**src/rtl/letc_core_pkg.sv**
```systemverilog
// Shared LETC core widths and fetch-stage sizing.
package letc_core_pkg;

    localparam int unsigned XLEN          = 32;
    localparam int unsigned ILEN          = 32;
    localparam int unsigned F2_RSPQ_DEPTH = 4;

    typedef logic [XLEN-1:0] pc_t;
    typedef logic [ILEN-1:0] instr_t;

endpackage : letc_core_pkg

```
**src/rtl/letc_core_fifo_sync.sv**
```systemverilog
// Register-array synchronous FIFO with push/pop/flush, occupancy count and head.
module letc_core_fifo_sync #(
    parameter int unsigned DEPTH = 4,
    parameter int unsigned WIDTH = 32
) (
    input  logic                       clk,
    input  logic                       rst_n,
    input  logic                       push_i,
    input  logic [WIDTH-1:0]           push_data_i,
    input  logic                       pop_i,
    input  logic                       flush_i,
    output logic [$clog2(DEPTH+1)-1:0] count_o,
    output logic [WIDTH-1:0]           head_o
);

    localparam int unsigned PTR_W = $clog2(DEPTH);
    localparam int unsigned CNT_W = $clog2(DEPTH + 1);

    logic [WIDTH-1:0] mem_q [DEPTH];
    logic [PTR_W-1:0] rd_ptr_q, rd_ptr_d;
    logic [PTR_W-1:0] wr_ptr_q, wr_ptr_d;
    logic [CNT_W-1:0] cnt_q, cnt_d;

    // Pointer/count next state; pointers wrap naturally since DEPTH is a power of two.
    always_comb begin
        rd_ptr_d = rd_ptr_q;
        wr_ptr_d = wr_ptr_q;
        cnt_d    = cnt_q;
        if (flush_i) begin
            rd_ptr_d = '0;
            wr_ptr_d = '0;
            cnt_d    = '0;
        end else begin
            if (push_i) wr_ptr_d = wr_ptr_q + PTR_W'(1);
            if (pop_i)  rd_ptr_d = rd_ptr_q + PTR_W'(1);
            cnt_d = cnt_q + CNT_W'(push_i) - CNT_W'(pop_i);
        end
    end

    // Control state register with synchronous reset.
    always_ff @(posedge clk) begin
        if (!rst_n) begin
            rd_ptr_q <= '0;
            wr_ptr_q <= '0;
            cnt_q    <= '0;
        end else begin
            rd_ptr_q <= rd_ptr_d;
            wr_ptr_q <= wr_ptr_d;
            cnt_q    <= cnt_d;
        end
    end

    // Data storage is intentionally not reset.
    always_ff @(posedge clk) begin
        if (push_i && !flush_i) mem_q[wr_ptr_q] <= push_data_i;
    end

    assign count_o = cnt_q;
    assign head_o  = mem_q[rd_ptr_q];

endmodule : letc_core_fifo_sync

```
**src/rtl/letc_core_stage_fetch2_rspq.sv**
```systemverilog
// Fetch stage 2: pairs accepted F1 PCs with in-order IMSS responses, drops
// responses that were in flight across a flush, and bypasses a fresh response
// straight to decode when nothing is queued.
module letc_core_stage_fetch2_rspq
    import letc_core_pkg::*;
#(
    parameter int unsigned DEPTH   = F2_RSPQ_DEPTH,
    parameter int unsigned PC_W    = XLEN,
    parameter int unsigned INSTR_W = ILEN,
    parameter int unsigned RSP_W   = ILEN
) (
    input  logic               clk,
    input  logic               rst_n,
    input  logic               f1_to_f2_valid,
    input  logic [PC_W-1:0]    f1_pc,
    output logic               f2_ready,
    input  logic               f2_flush,
    input  logic               f2_stall,
    input  logic               imss_rsp_valid,
    input  logic [RSP_W-1:0]   imss_rsp_data,
    output logic               f2_to_d_valid,
    output logic [PC_W-1:0]    f2_to_d_pc,
    output logic [INSTR_W-1:0] f2_to_d_instr
);

    localparam int unsigned CNT_W = $clog2(DEPTH + 1);
    localparam int unsigned SUM_W = CNT_W + 1;

    logic [CNT_W-1:0]   pc_cnt, iq_cnt;
    logic [CNT_W-1:0]   drop_cnt_q, drop_cnt_d;
    logic [PC_W-1:0]    pc_head;
    logic [INSTR_W-1:0] iq_head;
    logic [SUM_W-1:0]   occ_c;
    logic               full_c, rsp_keep_c, iq_empty_c, head_valid_c;
    logic               acc_c, iq_push_c, iq_pop_c;

    // Capacity counts both live PC entries and responses still owed to a flush.
    assign occ_c      = SUM_W'(pc_cnt) + SUM_W'(drop_cnt_q);
    assign full_c     = occ_c >= SUM_W'(DEPTH);
    assign f2_ready   = !f2_flush && !full_c;
    assign acc_c      = f1_to_f2_valid && f2_ready;

    // Head is valid from the instruction queue or from a live bypassed response.
    assign rsp_keep_c    = imss_rsp_valid && (drop_cnt_q == '0);
    assign iq_empty_c    = (iq_cnt == '0);
    assign head_valid_c  = (pc_cnt != '0) && (!iq_empty_c || rsp_keep_c);
    assign f2_to_d_valid = head_valid_c && !f2_flush && !f2_stall;
    assign f2_to_d_pc    = pc_head;
    assign f2_to_d_instr = iq_empty_c ? imss_rsp_data[INSTR_W-1:0] : iq_head;

    // A bypassed response that is consumed this cycle never enters the queue.
    assign iq_push_c = rsp_keep_c && !(iq_empty_c && f2_to_d_valid);
    assign iq_pop_c  = f2_to_d_valid && !iq_empty_c;

    letc_core_fifo_sync #(.DEPTH(DEPTH), .WIDTH(PC_W)) u_pc_q (
        .clk         (clk),
        .rst_n       (rst_n),
        .push_i      (acc_c),
        .push_data_i (f1_pc),
        .pop_i       (f2_to_d_valid),
        .flush_i     (f2_flush),
        .count_o     (pc_cnt),
        .head_o      (pc_head)
    );

    letc_core_fifo_sync #(.DEPTH(DEPTH), .WIDTH(INSTR_W)) u_instr_q (
        .clk         (clk),
        .rst_n       (rst_n),
        .push_i      (iq_push_c),
        .push_data_i (imss_rsp_data[INSTR_W-1:0]),
        .pop_i       (iq_pop_c),
        .flush_i     (f2_flush),
        .count_o     (iq_cnt),
        .head_o      (iq_head)
    );

    // On flush every outstanding request becomes a drop, less any response arriving now.
    always_comb begin
        drop_cnt_d = drop_cnt_q;
        if (f2_flush) begin
            drop_cnt_d = CNT_W'(SUM_W'(drop_cnt_q) + SUM_W'(pc_cnt) - SUM_W'(iq_cnt)
                                - SUM_W'(imss_rsp_valid));
        end else if (imss_rsp_valid && (drop_cnt_q != '0)) begin
            drop_cnt_d = drop_cnt_q - CNT_W'(1);
        end
    end

    // Pending-drop counter register.
    always_ff @(posedge clk) begin
        if (!rst_n) drop_cnt_q <= '0;
        else        drop_cnt_q <= drop_cnt_d;
    end

    // Simulation checks on interface protocol and internal invariants.
    always_ff @(posedge clk) begin
        if (rst_n) begin
            assert (!$isunknown({f2_ready, f2_to_d_valid}));
            assert (!(f2_flush && f2_stall));
            assert (!(imss_rsp_valid && (drop_cnt_q == '0) && (pc_cnt == iq_cnt)));
            assert (f2_ready || f2_flush || f2_stall || full_c);
            assert (iq_cnt <= pc_cnt);
            assert (pc_cnt <= CNT_W'(DEPTH));
            assert (drop_cnt_q <= CNT_W'(DEPTH));
        end
    end

endmodule : letc_core_stage_fetch2_rspq
```
**config.mk**
```make
export PLATFORM = sky130hd
export DESIGN_NAME = letc_core_stage_fetch2_rspq
export DESIGN_NICKNAME = d
export VERILOG_FILES = /design/src/rtl/letc_core_pkg.sv /design/src/rtl/letc_core_fifo_sync.sv /design/src/rtl/letc_core_stage_fetch2_rspq.sv
export SDC_FILE = /design/constraint.sdc
export NUM_CORES = 1
export LEC_CHECK = 0
export CORE_AREA = 2 2 151 153
export DETAILED_ROUTE_END_ITERATION = 7
export DIE_AREA = 0 0 153 155
export DONT_BUFFER_PORTS = 1
export GPL_ROUTABILITY_DRIVEN = 0
export SYNTH_ARGS = -nofsm -noshare
export SYNTH_HDL_FRONTEND = slang
export SYNTH_HIERARCHICAL = 1
export SYNTH_SLANG_ARGS = --single-unit
```
**constraint.sdc**
```tcl
create_clock -name clk -period 6.4 [get_ports clk]
set_input_delay 0.32 -clock clk [delete_from_list [all_inputs] [get_ports clk]]
set_output_delay 0.32 -clock clk [all_outputs]
set_load 0.02 [all_outputs]
```
# After elaboration in Yosys (flattened, before gate mapping)
# Memories as Yosys holds them, arrays and structs flattened. A register that Yosys moved wholly into a read port is not among the register bits.
# Cells that the tools add are included.
# W data, S select, Z words.
# totals
register_bits	17
ram_bits	256
in_bits	70
out_inout_bits	66
wordCells	58
memories	2
# mem_list
memory	words	word_bits	rd	rd_ports_with_merged_regs	write_ports	line	source
u_instr_q.mem_q	4	32	1	1	1	letc_core_fifo_sync.sv:19	logic [WIDTH-1:0] mem_q [DEPTH];
u_pc_q.mem_q	4	32	1	1	1	letc_core_fifo_sync.sv:19	
# op_classes
n_addsub	12
order_cmp	1
mux	11
n_bitwise	1
n_reduce_logical	24
# ops
cell	n
$mux W32	1
$logic_and A1 B1 Y1	12
$sub A3 B1 Y3	3
$add A2 B1 Y2 const B	4
$mux W2	4
$add A3 B1 Y3	2
$logic_not A3 Y1	2
$mux W3	2
$reduce_bool A3 Y1	2
$logic_not A1 Y1	5
$add A3 B3 Y4	1
$ge A4 B3 Y1 const B	1
$mux W1	4
$sub A3 B1 Y3 const B	1
$sub A3 B3 Y3	1
$reduce_bool A2 Y1	1
$reduce_or A2 Y1	1
$logic_or A1 B1 Y1	1
$not A1 Y1	1

# Longest topological paths before layout
# Gate-level depths: netlist (run 1).
# depth
depth_word	12
ltp_mapped	11
mapped_depth_nobuf	11

# Hierarchy
# The synthesis (run 1) kept the hierarchy.
# modules_own_cells
mod	n_inst	cells_each	area_per_inst_um2	seq_area_each_um2
letc_core_fifo_sync	2	212	5104.9	4023.9
letc_core_stage_fetch2_rspq	1	88	815.8	60.1

# Worst setup path after synthesis (run 1)
# OpenSTA, ideal clock, no wires.
# synth_path
path_type	reg2reg
from	register u_pc_q.cnt_q[0], in the netlist u_pc_q/count_o[0]
to	memory u_pc_q.mem_q[0][0] (enable)
setup_ns	0.392
arrival_ns	2.788
required_ns	6.008
setup_slack_ns	3.220
stages_incl_launch_ff	9
path_buffers	0
period_less_slack_ns	3.180
path_cell_list	dfxtp_1 ha_1 inv_1 fa_1 nor2_1 a31oi_1 nor4b_1 nor2b_1 and2_1
# synth_via
elab_chain_cells	8
# synth_lines
item	line	source
start, declared	letc_core_fifo_sync.sv:22	logic [CNT_W-1:0] cnt_q, cnt_d;
start signal, assigned	letc_core_fifo_sync.sv:49	cnt_q <= cnt_d;
$add A3 B3 Y4	-	
$ge A4 B3 Y1	letc_core_stage_fetch2_rspq.sv:39	assign full_c = occ_c >= SUM_W'(DEPTH);
$logic_not A1 Y1	letc_core_stage_fetch2_rspq.sv:40	assign f2_ready = !f2_flush && !full_c;
$logic_and A1 B1 Y1	letc_core_stage_fetch2_rspq.sv:40	
$logic_and A1 B1 Y1	letc_core_stage_fetch2_rspq.sv:41	assign acc_c = f1_to_f2_valid && f2_ready;
via acc_c	letc_core_stage_fetch2_rspq.sv:35	logic acc_c, iq_push_c, iq_pop_c;
$logic_and A1 B1 Y1	letc_core_fifo_sync.sv:55	if (push_i && !flush_i) mem_q[wr_ptr_q] <= push_data_i;
$mux W1	letc_core_fifo_sync.sv:55	
$mux W1 (not written as such)	letc_core_fifo_sync.sv:55	
end, declared	letc_core_fifo_sync.sv:19	
# The timed path passes the listed nets, and every way through them passes these cells.

# Worst setup path in the final report (run 1)
# layout_path
from	register u_pc_q.cnt_q[0], in the netlist u_pc_q/count_o[0]
to	memory u_pc_q.mem_q[1][9] (enable)
# Same word-level chain as after synthesis.

==> results of run 1 <==
-- power groups by stage --
stage	registers, mW	logic (mW)	clock network [mW]
after floorplan	2.06	0.160	0
after global placement	2.06	0.190	0
after detailed placement	2.06	0.191	0
after CTS	2.02	0.246	1.61
after global routing	2.02	0.264	1.68
final	2.02	0.243	1.57
-- metrics by stage --
stage	setup WS, ps	total power [mW]	hold slack (ps)	instances	cell area, um2
finish	2970	3.84	108	903	12800
global route	2730	3.97	116	903	12800
CTS	2920	3.88	86.9	903	12800
detailed placement	2930	2.25	419	782	11200
global placement	3070	2.25	416	782	11200
floorplan	3220	2.22	419	512	11000
-- path summary, 6_finish.rpt --
path                                        start            endpoint  slack [ps]  depth (start not counted)
worst min-delay path                        rst_n   u_pc_q/count_o[0]         110                          2
worst max register to register  u_pc_q/count_o[0]  u_pc_q/mem_q[1][9]        2970                          8
worst max-delay path            u_pc_q/count_o[0]  u_pc_q/mem_q[1][9]        2970                          8
worst min register to register      drop_cnt_q[0]       drop_cnt_q[0]         520                          2
-- flip-flops by register name, summed over array words and instances (netlist names), named ones only --
register	flops
u_instr_q/wr_ptr_q	2
drop_cnt_q	3
u_pc_q/wr_ptr_q	2
u_instr_q/rd_ptr_q	2
u_pc_q/mem_q	128
u_pc_q/count_o	3
u_instr_q/mem_q	128
u_instr_q/count_o	3
u_pc_q/rd_ptr_q	2
-- metal layers --
metal  vias to the layer above  GRT usage, %  part of all wire, %
met5                         -             0                    0
met4                         0          4.85                  2.7
met3                        39          3.82                  5.2
met2                       128          29.3                   51
met1                      2607          21.0                   41
li1                       2228             -                    -
-- cell families (layout without fill, tap and decap cells) --
| kind of cell | count (synthesis) | in the layout |
|---|---|---|
| adder cells (fa/ha/maj) | 22 | 22 |
| buffers and inverters | 46 | 152 |
| AND/OR/NAND/NOR | 46 | 46 |
| AO/OA/AOI/OAI | 14 | 14 |
| XOR/XNOR | 9 | 9 |
| flip-flops | 277 | 277 |
| multiplexers | 98 | 98 |
-- placed cells by master, fill, tap and decap left out, types with 3 or more instances in the layout --
cell / count
mux4_2: 60
nor3_1: 3
mux2_2: 30
nor2b_1: 4
and2_2: 8
clkbuf_1: 6
buf_4: 5
dlygate4sd3_1: 69
nor2_1: 16
xnor2_1: 5
ha_1: 17
inv_1: 26
clkinv_2: 9
clkbuf_16: 29
edfxtp_1: 256
mux4_1: 4
fa_1: 5
a21oi_1: 5
dfxtp_1: 19
nand2_1: 3
nand2b_1: 3
-- final cells by class --
class                   count  area, um2  share of cell area (%)
flip-flops and latches    277       8110                    63.3
multi-input cells         189       2610                    20.4
clock buffers              37        776                    6.06
repair buffers             74        728                    5.68
well taps                 285        357                    2.78
clock inverters            15        130                    1.02
inverters                  26       97.6                   0.762
==> summary.txt, run 1 <==
Routing
  – Post-Route WL: 19.6 mm
  – DR iter-0 viols: 227
  – Via count: 5,002
  – Drt pass-1 iters: 4
  – DRC violations left: 0
  – Via density: 5.54
  – DRT antenna net count: 0
  – Avg WL per Cell: 21.8 um

Yosys
  – Compound-Gate Fraction of Synth Area: 0.828%
  – Synthesized area: 0.0110 mm2
  – Asr flop ratio synth: 0%
  – Count leader, synth: edfxtp_1
  – Syn Area/Cell: 21.5 um2
  – Largest family of logic cells by synthesized area: multiplexers
  – Synth Area in Simple Gates: 2.29%
  – Post-Synth XOR/XNOR Area: 0.987%
  – Number of synthesized register bits: 277
  – Synth warn: 6
  – Mux share of post-synthesis cell area: 16.7%
  – Post-synth net total: 604
  – Adder-Cell Fraction of Synth Area: 2.84%
  – Synth Instances: 512
  – Dominant cell type by area after synthesis: edfxtp_1
  – Yosys cell types: 36
  – Commonest cells in the netlist: edfxtp_1 (256), mux4_2 (60), mux2_2 (30)
  – Top cells by area, synth: edfxtp_1 (70%), mux4_2 (12%), dfxtp_1 (3.8%)
  – Post-synth top area share: 69.7%
  – Sequential-to-total area share from yosys stat: 73.5%
  – Post-synth EDFFs: 256
  – Most used DFF post-synth: edfxtp_1

Timing
  – Worst-margin pin slew: 938 ps
  – RSZ-0062 raised after global routing: false
  – FMAX: 0.292 GHz
  – Worst Skew: 8.75 ps
  – Pins Over Slew Limit: 0
  – Post-Route Setup TNS: 0 ps
  – Final setup viols: 0
  – Slew margin rel.: 37.4%
  – Min Clock Period, post-route: 3430 ps
  – Final period utilization: 53.6%
  – Fin. Hold Viols: 0

Setup path
  – Worst EP required: 6560 ps
  – Cell family with most CP delay: simple AND/OR/NAND/NOR gates
  – Crit. End Element: register
  – Arr. time, crit path: 3580 ps
  – Crit Path Class: reg -> reg
  – CP startpoint kind: register
  – Worst path cell trace: ha_1, inv_1, fa_1, nor2_1, a31oi_1, nor4b_1, nor2b_1, and2_2
  – Buf/Inv on CP: 1
  – Max incr delay on CP: 760 ps
  – Worst Path Max Fanout: 32
  – Slowest cell on crit path: nor4b_1

Final layout
  – ANT cells: 0
  – Final core utilization: 57.6%
  – Area grow syn2layout: 16.2%
  – Layout cell share with drive strength beyond 1: 24.6%
  – Filler cells: 1,638
  – Layout Nets: 688

Floorplan
  – I/O pins: 136
  – Die width: 153 um
  – Standard-cell rows: 55
  – Core area: 0.0222 mm2
  – Die H: 155 um
  – Die area: 0.0237 mm2
  – Initial core utilization: 49.6%

Flow run
  – Max Cap Viol: 0

Place
  – Buffers added on ports: 0
  – DP HPWL: 11.1 mm

Power
  – Leak: 4.11 nW
  – Clk pwr share: 41.0%
  – Internal: 3.05 mW
  – Pwr Density: 300 mW/mm2
  – Comb pwr share: 6.3%
  – Switching power: 0.795 mW
  – Sw Ratio: 20.7%
  – VDD IR-drop max: 0.213 mV
  – Sequential power share: 52.7%

Status
  – Status: finished, final reports clean

Clocking
  – CTS Buf Count: 28
  – Worst-Skew Late Latency: 530 ps
  – CTS tree: built
  – Post_cts resized: 0
  – Post-CTS Setup Inserts: 0
  – CTS Hold Bufs: 69
  – Clock sinks: 277
  – Root Driver: clkbuf_16
  – Max Root-Sink Buffers: 3
  – H-tree levels: 1
  – Clock transition at the registers of the reported paths: 60 ps

Global route
  – Largest net degree at the start of global routing: 33
  – First-pass GRT wire length: 30.6 mm
  – GRT Residual Overflow: 0
  – GRT Util Overall: 16.7%
  – Vias in the first global route: 5,446
  – Initial antenna violation count: 0

Min path
  – Hold Crit Class: in -> reg
Note: power is estimated with default switching activity, not from simulation.
==> run 2, diff against run 1 <==
clock period = 3.25 ns   (was 6.4 ns; I/O delays follow)
==> run 2 against run 1 <==
Critical path type unchanged. The flow now finishes with violations (hold timing). First-iteration DRC count increased by 65%. Via count increased by 0.84%. Clock skew grew 6.0 ps. Core utilization is 1.4 points higher. Total power is 100% higher. Critical path depth up 2. Die area did not move. Flip-flop and latch count did not move.
==> summary.txt, run 2 (synthesis gave the netlist of run 1 again) <==
Setup path
  – Cell family with most CP delay: simple AND/OR/NAND/NOR gates (unchanged)
  – Max incr delay on CP: 410 ps (was 760 ps)
  – Worst path cell trace: ha_1, inv_1, fa_1, nor2_1, a31oi_1, nor4b_1, buf_4, nor2b_1, and2_2, buf_12 (was ha_1, inv_1, fa_1, nor2_1, a31oi_1, nor4b_1, nor2b_1, and2_2)
  – Buf/Inv on CP: 3 (was 1)
  – Arr. time, crit path: 3100 ps (was 3580 ps)
  – CP startpoint kind: register (unchanged)
  – Worst Path Max Fanout: 21 (was 32)
  – Crit Path Class: reg -> reg (unchanged)
  – Slowest cell on crit path: fa_1 (was nor4b_1)
  – Crit. End Element: register (unchanged)
  – Worst EP required: 3480 ps (was 6560 ps)

Routing
  – Routed met1 length: 8.26 mm (was 7.99 mm)
  – Via density: 5.49 (was 5.54)
  – Routed wl met2: 9.74 mm (was 10.1 mm)
  – Via count: 5,044 (was 5,002)
  – DRC violations left: 0 (unchanged)
  – DRT antenna net count: 0 (unchanged)
  – Top sig layer: met4 (unchanged)
  – Wire length on met3: 1.13 mm (was 1.03 mm)
  – Avg WL per Cell: 21.4 um (was 21.8 um)
  – Drt pass-1 iters: 5 (was 4)
  – DR iter-0 viols: 375 (was 227)
  – Post-Route WL: 19.6 mm (about the same)

Final layout
  – Commonest cells after routing, fill and taps aside: edfxtp_1 (256), dlygate4sd3_1 (69), mux4_2 (60), mux2_2 (30), clkbuf_16 (29) (unchanged)
  – Layout cell share with drive strength beyond 1: 25.9% (was 24.6%)
  – ANT cells: 0 (unchanged)
  – Filler cells: 1,605 (was 1,638)
  – Final instance area: 0.0131 mm2 (was 0.0128 mm2)
  – Regs by FF count: u_instr_q/mem_q: 128 flops, u_pc_q/mem_q: 128 flops (unchanged)
  – Seq. cell area: 0.00811 mm2 (unchanged)
  – Final core utilization: 59.0% (was 57.6%)
  – Layout Nets: 703 (was 688)
  – Most common cell after layout, fill and taps aside: edfxtp_1 (unchanged)
  – Multi-input gate area in the final layout: 0.00261 mm2 (unchanged)
  – Area grow syn2layout: 18.9% (was 16.2%)

Flow run
  – Max Cap Viol: 0 (unchanged)

Global route
  – GRT Util Overall: 16.8% (was 16.7%)
  – Largest net degree at the start of global routing: 33 (unchanged)
  – Vias in the first global route: 5,421 (was 5,446)
  – Initial antenna violation count: 0 (unchanged)
  – First-pass GRT wire length: 31.0 mm (was 30.6 mm)
  – GRT Residual Overflow: 0 (unchanged)

Clocking
  – CTS Buf Count: 28 (unchanged)
  – Max Root-Sink Buffers: 3 (unchanged)
  – H-tree levels: 1 (unchanged)
  – Worst-Skew Late Latency: 530 ps (about the same)
  – Root Driver: clkbuf_16 (unchanged)
  – Clock transition at the registers of the reported paths: 70 ps (was 60 ps)
  – CTS tree: built (unchanged)
  – Clock sinks: 277 (unchanged)

Timing
  – Worst hold slack: -2.67 ps (was 108 ps)
  – Fin. Hold Viols: 1 (was 0)
  – FMAX: 0.348 GHz (was 0.292 GHz)
  – Worst Skew: 14.7 ps (was 8.75 ps)
  – RSZ-0062 raised after global routing: false (unchanged)
  – Final period utilization: 88.4% (was 53.6%)
  – Pins Over Slew Limit: 0 (unchanged)
  – Worst-margin pin slew: 771 ps (was 938 ps)
  – Post-Route Setup TNS: 0 ps (unchanged)
  – Slew margin rel.: 48.2% (was 37.4%)
  – Min Clock Period, post-route: 2870 ps (was 3430 ps)
  – Final setup viols: 0 (unchanged)

Power
  – Sw Ratio: 20.0% (was 20.7%)
  – Internal: 6.28 mW (was 3.05 mW)
  – Clk pwr share: 42.9% (was 41.0%)
  – Comb pwr share: 6.3% (about the same)
  – Pwr Density: 598 mW/mm2 (was 300 mW/mm2)
  – Switching power: 1.57 mW (was 0.795 mW)
  – Leak: 4.24 nW (was 4.11 nW)
  – VDD IR-drop max: 0.436 mV (was 0.213 mV)
  – Sequential power share: 50.8% (was 52.7%)

Status
  – Status: finished with violations (was finished, final reports clean)
  – Failing checks: hold timing

Place
  – Buffers added on ports: 0 (unchanged)
  – Placed Instance Area: 0.0114 mm2 (was 0.0112 mm2)
  – DP HPWL: 12.4 mm (was 11.1 mm)

Floorplan
  – I/O pins: 136 (unchanged)
  – Die H: 155 um (unchanged)
  – Standard-cell rows: 55 (unchanged)
  – Core area: 0.0222 mm2 (unchanged)
  – Initial core utilization: 49.6% (unchanged)
  – Die width: 153 um (unchanged)
  – Die area: 0.0237 mm2 (unchanged)

Min path
  – Hold Crit Class: in -> reg (unchanged)
==> run 2: metal layers <==
layer | vias up | GRT usage (%)
met2 | 169 | 28.7
met5 | - | 0
met3 | 36 | 3.29
met1 | 2570 | 22.2
met4 | 0 | 4.98
li1 | 2269 | -
==> run 2: power groups by stage <==
| stage | registers, mW | logic [mW] | clock network, mW |
|---|---|---|---|
| 6_report | 3.98 | 0.492 | 3.37 |
| 5_1_grt | 3.99 | 0.533 | 3.59 |
| 4_1_cts | 3.98 | 0.499 | 3.44 |
| 3_3_place_gp | 4.06 | 0.386 | 0 |
| 3_5_place_dp | 4.06 | 0.389 | 0 |
| 2_1_floorplan | 4.05 | 0.314 | 0 |
==> run 2: layout make-up <==
| type | count | area share (%) |
|---|---|---|
| multi-input cells | 189 | 19.9 |
| inverters | 26 | 0.744 |
| repair buffers | 89 | 7.27 |
| clock buffers | 36 | 5.73 |
| well taps | 285 | 2.72 |
| clock inverters | 16 | 1.76 |
| flip-flops and latches | 277 | 61.9 |
==> run 2: final timing paths <==
path / startpoint / endpoint / slack (ps) / cells after the start
worst min register to register: drop_cnt_q[0] / drop_cnt_q[0] / 530 / 2
worst max-delay path: u_pc_q/count_o[0] / u_pc_q/mem_q[2][5] / 380 / 10
worst max register to register: u_pc_q/count_o[0] / u_pc_q/mem_q[2][5] / 380 / 10
worst min-delay path: f2_flush / u_instr_q/count_o[0] / -3 / 2
==> run 2: worst reg2reg max path, delay by kind of cell (launching register included) <==
family                   cells  cell delay [ps]
AND/OR/NAND/NOR              4             1010
adder cells (fa/ha/maj)      2              580
buffers and inverters        3              490
flip-flops                   1              370
AO/OA/AOI/OAI                1              110
==> run 2: metrics by stage <==
stage,std cells,power (mW),setup WS (ps),hold slack [ps]
2_1_floorplan,512,4.37,69.7,261
3_3_place_gp,797,4.44,450,262
3_5_place_dp,797,4.45,410,261
4_1_cts,918,7.92,387,7.83
5_1_grt,918,8.11,174,36.6
6_report,918,7.84,377,-2.67
==> run 2: what timing repair did <==
item	4_1_cts	5_1_grt
gates resized for setup	0	0
endpoints found under the setup margin	0	0
hold endpoints to repair	271	0
buffers inserted	0	0
hold buffers	69	0
==> run 3, diff against run 2 <==
CTS_BUF_LIST = sky130_fd_sc_hd__clkbuf_8   (was default)
==> run 3 against run 2 <==
The run now ends clean. Core utilization is 0.66 points lower. Highest routed layer unchanged. Final cell count grew 3.3%. Clock skew up 1.5 ps. Sequential share of layout area rose by 0.70 points. First-iteration DRC count shrank 15%. Clock power is 18% lower. Largest cell class unchanged. Flip-flop and latch count did not move. Non-clock buffer count unchanged. Die area stayed put. Critical path depth did not move. Sequential power is essentially flat.
==> summary.txt, run 3 (synthesis gave the netlist of run 1 again) <==
Final layout
  – Layout Nets: 719 (was 703)
  – Regs by FF count: u_instr_q/mem_q: 128 flops, u_pc_q/mem_q: 128 flops (unchanged)
  – Multi-input gate area in the final layout: 0.00261 mm2 (unchanged)
  – Most common cell after layout, fill and taps aside: edfxtp_1 (unchanged)
  – Final instance area: 0.0130 mm2 (was 0.0131 mm2)
  – Commonest cells after routing, fill and taps aside: edfxtp_1 (256), dlygate4sd3_1 (69), mux4_2 (60), clkbuf_8 (48), inv_1 (36) (was edfxtp_1 (256), dlygate4sd3_1 (69), mux4_2 (60), mux2_2 (30), clkbuf_16 (29))
  – Area grow syn2layout: 17.6% (was 18.9%)
  – ANT cells: 0 (unchanged)
  – Layout cell share with drive strength beyond 1: 27.6% (was 25.9%)
  – Seq. cell area: 0.00811 mm2 (unchanged)
  – Filler cells: 1,654 (was 1,605)

Routing
  – Drt pass-1 iters: 4 (was 5)
  – Via density: 5.38 (was 5.49)
  – DRC violations left: 0 (unchanged)
  – DRT antenna net count: 0 (unchanged)
  – Via count: 5,101 (was 5,044)
  – Avg WL per Cell: 21.0 um (was 21.4 um)
  – Post-Route WL: 19.9 mm (was 19.6 mm)
  – DR iter-0 viols: 317 (was 375)

Min path
  – Hold Crit Class: in -> reg (unchanged)
  – Hold EP: u_pc_q/count_o[1] (was u_instr_q/count_o[0])
  – Hold depth: 2 (unchanged)
  – Hold Crit Start: f2_flush (unchanged)

Floorplan
  – Die width: 153 um (unchanged)
  – Core area: 0.0222 mm2 (unchanged)
  – Die H: 155 um (unchanged)
  – Initial core utilization: 49.6% (unchanged)
  – Die area: 0.0237 mm2 (unchanged)
  – Standard-cell rows: 55 (unchanged)
  – I/O pins: 136 (unchanged)

Timing
  – Fin. Hold Viols: 0 (was 1)
  – Worst-margin pin slew: 714 ps (was 771 ps)
  – Pins Over Slew Limit: 0 (unchanged)
  – Post-Route Setup TNS: 0 ps (unchanged)
  – Worst Skew: 16.2 ps (was 14.7 ps)
  – RSZ-0062 raised after global routing: false (unchanged)
  – Slew margin rel.: 52.0% (was 48.2%)
  – FMAX: 0.345 GHz (was 0.348 GHz)
  – Final worst slack: 353 ps (was 377 ps)
  – Final setup viols: 0 (unchanged)
  – Min Clock Period, post-route: 2900 ps (was 2870 ps)
  – Worst hold slack: 18.8 ps (was -2.67 ps)
  – Final period utilization: 89.1% (was 88.4%)

Global route
  – First-pass GRT wire length: 31.5 mm (was 31.0 mm)
  – GRT Residual Overflow: 0 (unchanged)
  – Initial antenna violation count: 0 (unchanged)
  – GRT Util Overall: 17.2% (was 16.8%)
  – Largest net degree at the start of global routing: 33 (unchanged)
  – Vias in the first global route: 5,536 (was 5,421)

Status
  – Status: finished, final reports clean (was finished with violations)

Clocking
  – Clock transition at the registers of the reported paths: 70 ps (about the same)
  – Clock sinks: 277 (unchanged)
  – CTS tree: built (unchanged)
  – Worst-Skew Late Latency: 540 ps (was 530 ps)
  – CTS Buf Count: 44 (was 28)
  – Max Root-Sink Buffers: 3 (unchanged)
  – Root Driver: clkbuf_8 (was clkbuf_16)
  – H-tree levels: 2 (was 1)

Setup path
  – Worst reg2reg startpoint: u_pc_q/count_o[0] (unchanged)
  – Crit Path Class: reg -> reg (unchanged)
  – Worst path cell trace: ha_1, inv_1, fa_1, nor2_1, a31oi_1, nor4b_1, buf_4, nor2b_1, and2_2, buf_12 (unchanged)
  – Slowest cell on crit path: fa_1 (unchanged)
  – Arr. time, crit path: 3120 ps (was 3100 ps)
  – CP startpoint kind: register (unchanged)
  – Worst EP required: 3480 ps (about the same)
  – RR Endpoint: u_pc_q/mem_q[2][5] (unchanged)
  – Buf/Inv on CP: 3 (unchanged)
  – Worst Path Max Fanout: 21 (unchanged)
  – Crit. End Element: register (unchanged)
  – Cell family with most CP delay: simple AND/OR/NAND/NOR gates (unchanged)
  – FF-to-FF setup slack: 350 ps (was 380 ps)
  – Max incr delay on CP: 410 ps (about the same)
  – R2r worst-path depth: 10 (unchanged)

Place
  – Placed Instance Area: 0.0114 mm2 (unchanged)
  – Buffers added on ports: 0 (unchanged)
  – DP Worst Slack: 410 ps (unchanged)
  – DP HPWL: 12.4 mm (unchanged)

Power
  – Pwr Total: 7.23 mW (was 7.84 mW)
  – Leak: 4.24 nW (about the same)
  – VDD IR-drop max: 0.443 mV (was 0.436 mV)
  – Pwr Density: 557 mW/mm2 (was 598 mW/mm2)

Flow run
  – Max Cap Viol: 0 (unchanged)
-- run 3: cell types whose count changed in the layout (fill, tap and decap cells not counted), sizes merged --
cell      before  now
clkinv         8   21
inv           26   37
clkbuf        36   48
bufinv         6    1
clkinvlp       2    1
-- run 3: metal layers --
layer  wire length, um  track usage (%)
met2              9920             28.8
met3              1230             4.26
met1              8340             22.4
met4               425             5.73
met5                 0                0
-- run 3: final cells by class --
cell class | instances | area share (%)
flip-flops and latches | 277 | 62.6
multi-input cells | 189 | 20.2
repair buffers | 89 | 7.35
clock buffers | 48 | 5.10
well taps | 285 | 2.75
clock inverters | 34 | 1.34
inverters | 26 | 0.753
-- run 3: worst max-delay path by stage --
stage / start / end / slack, ps / depth (start not counted)
detailed placement: u_pc_q/count_o[0] / u_pc_q/mem_q[2][9] / 410 / 10
floorplan: u_pc_q/count_o[0] / u_pc_q/mem_q[0][0] / 70 / 8
global placement: u_pc_q/count_o[0] / u_pc_q/mem_q[2][5] / 450 / 10
finish: u_pc_q/count_o[0] / u_pc_q/mem_q[2][5] / 350 / 10
global route: u_pc_q/count_o[0] / u_pc_q/mem_q[2][4] / 150 / 10
CTS: u_pc_q/count_o[0] / u_pc_q/mem_q[2][4] / 400 / 10
-- run 3: per-stage QoR --
stage / util [%] / instances
CTS: 58.3 / 948
finish: 58.3 / 948
floorplan: - / 512
global route: 58.3 / 948
detailed placement: 51.5 / 797
global placement: 51.5 / 797
-- run 3: what timing repair did --
item / CTS / global route
hold buffers: 69 / 0
endpoints found under the hold margin: 273 / 0
gates resized for setup: 0 / 0
setup buffers: 0 / 0
setup endpoints to repair: 0 / 0
-- run 3: power breakdown --
group / leakage [nW] / switching [mW] / internal, mW
sequential: 2.48 / 0.0229 / 3.96
combinational: 1.28 / 0.282 / 0.212
clock: 0.471 / 1.30 / 1.45
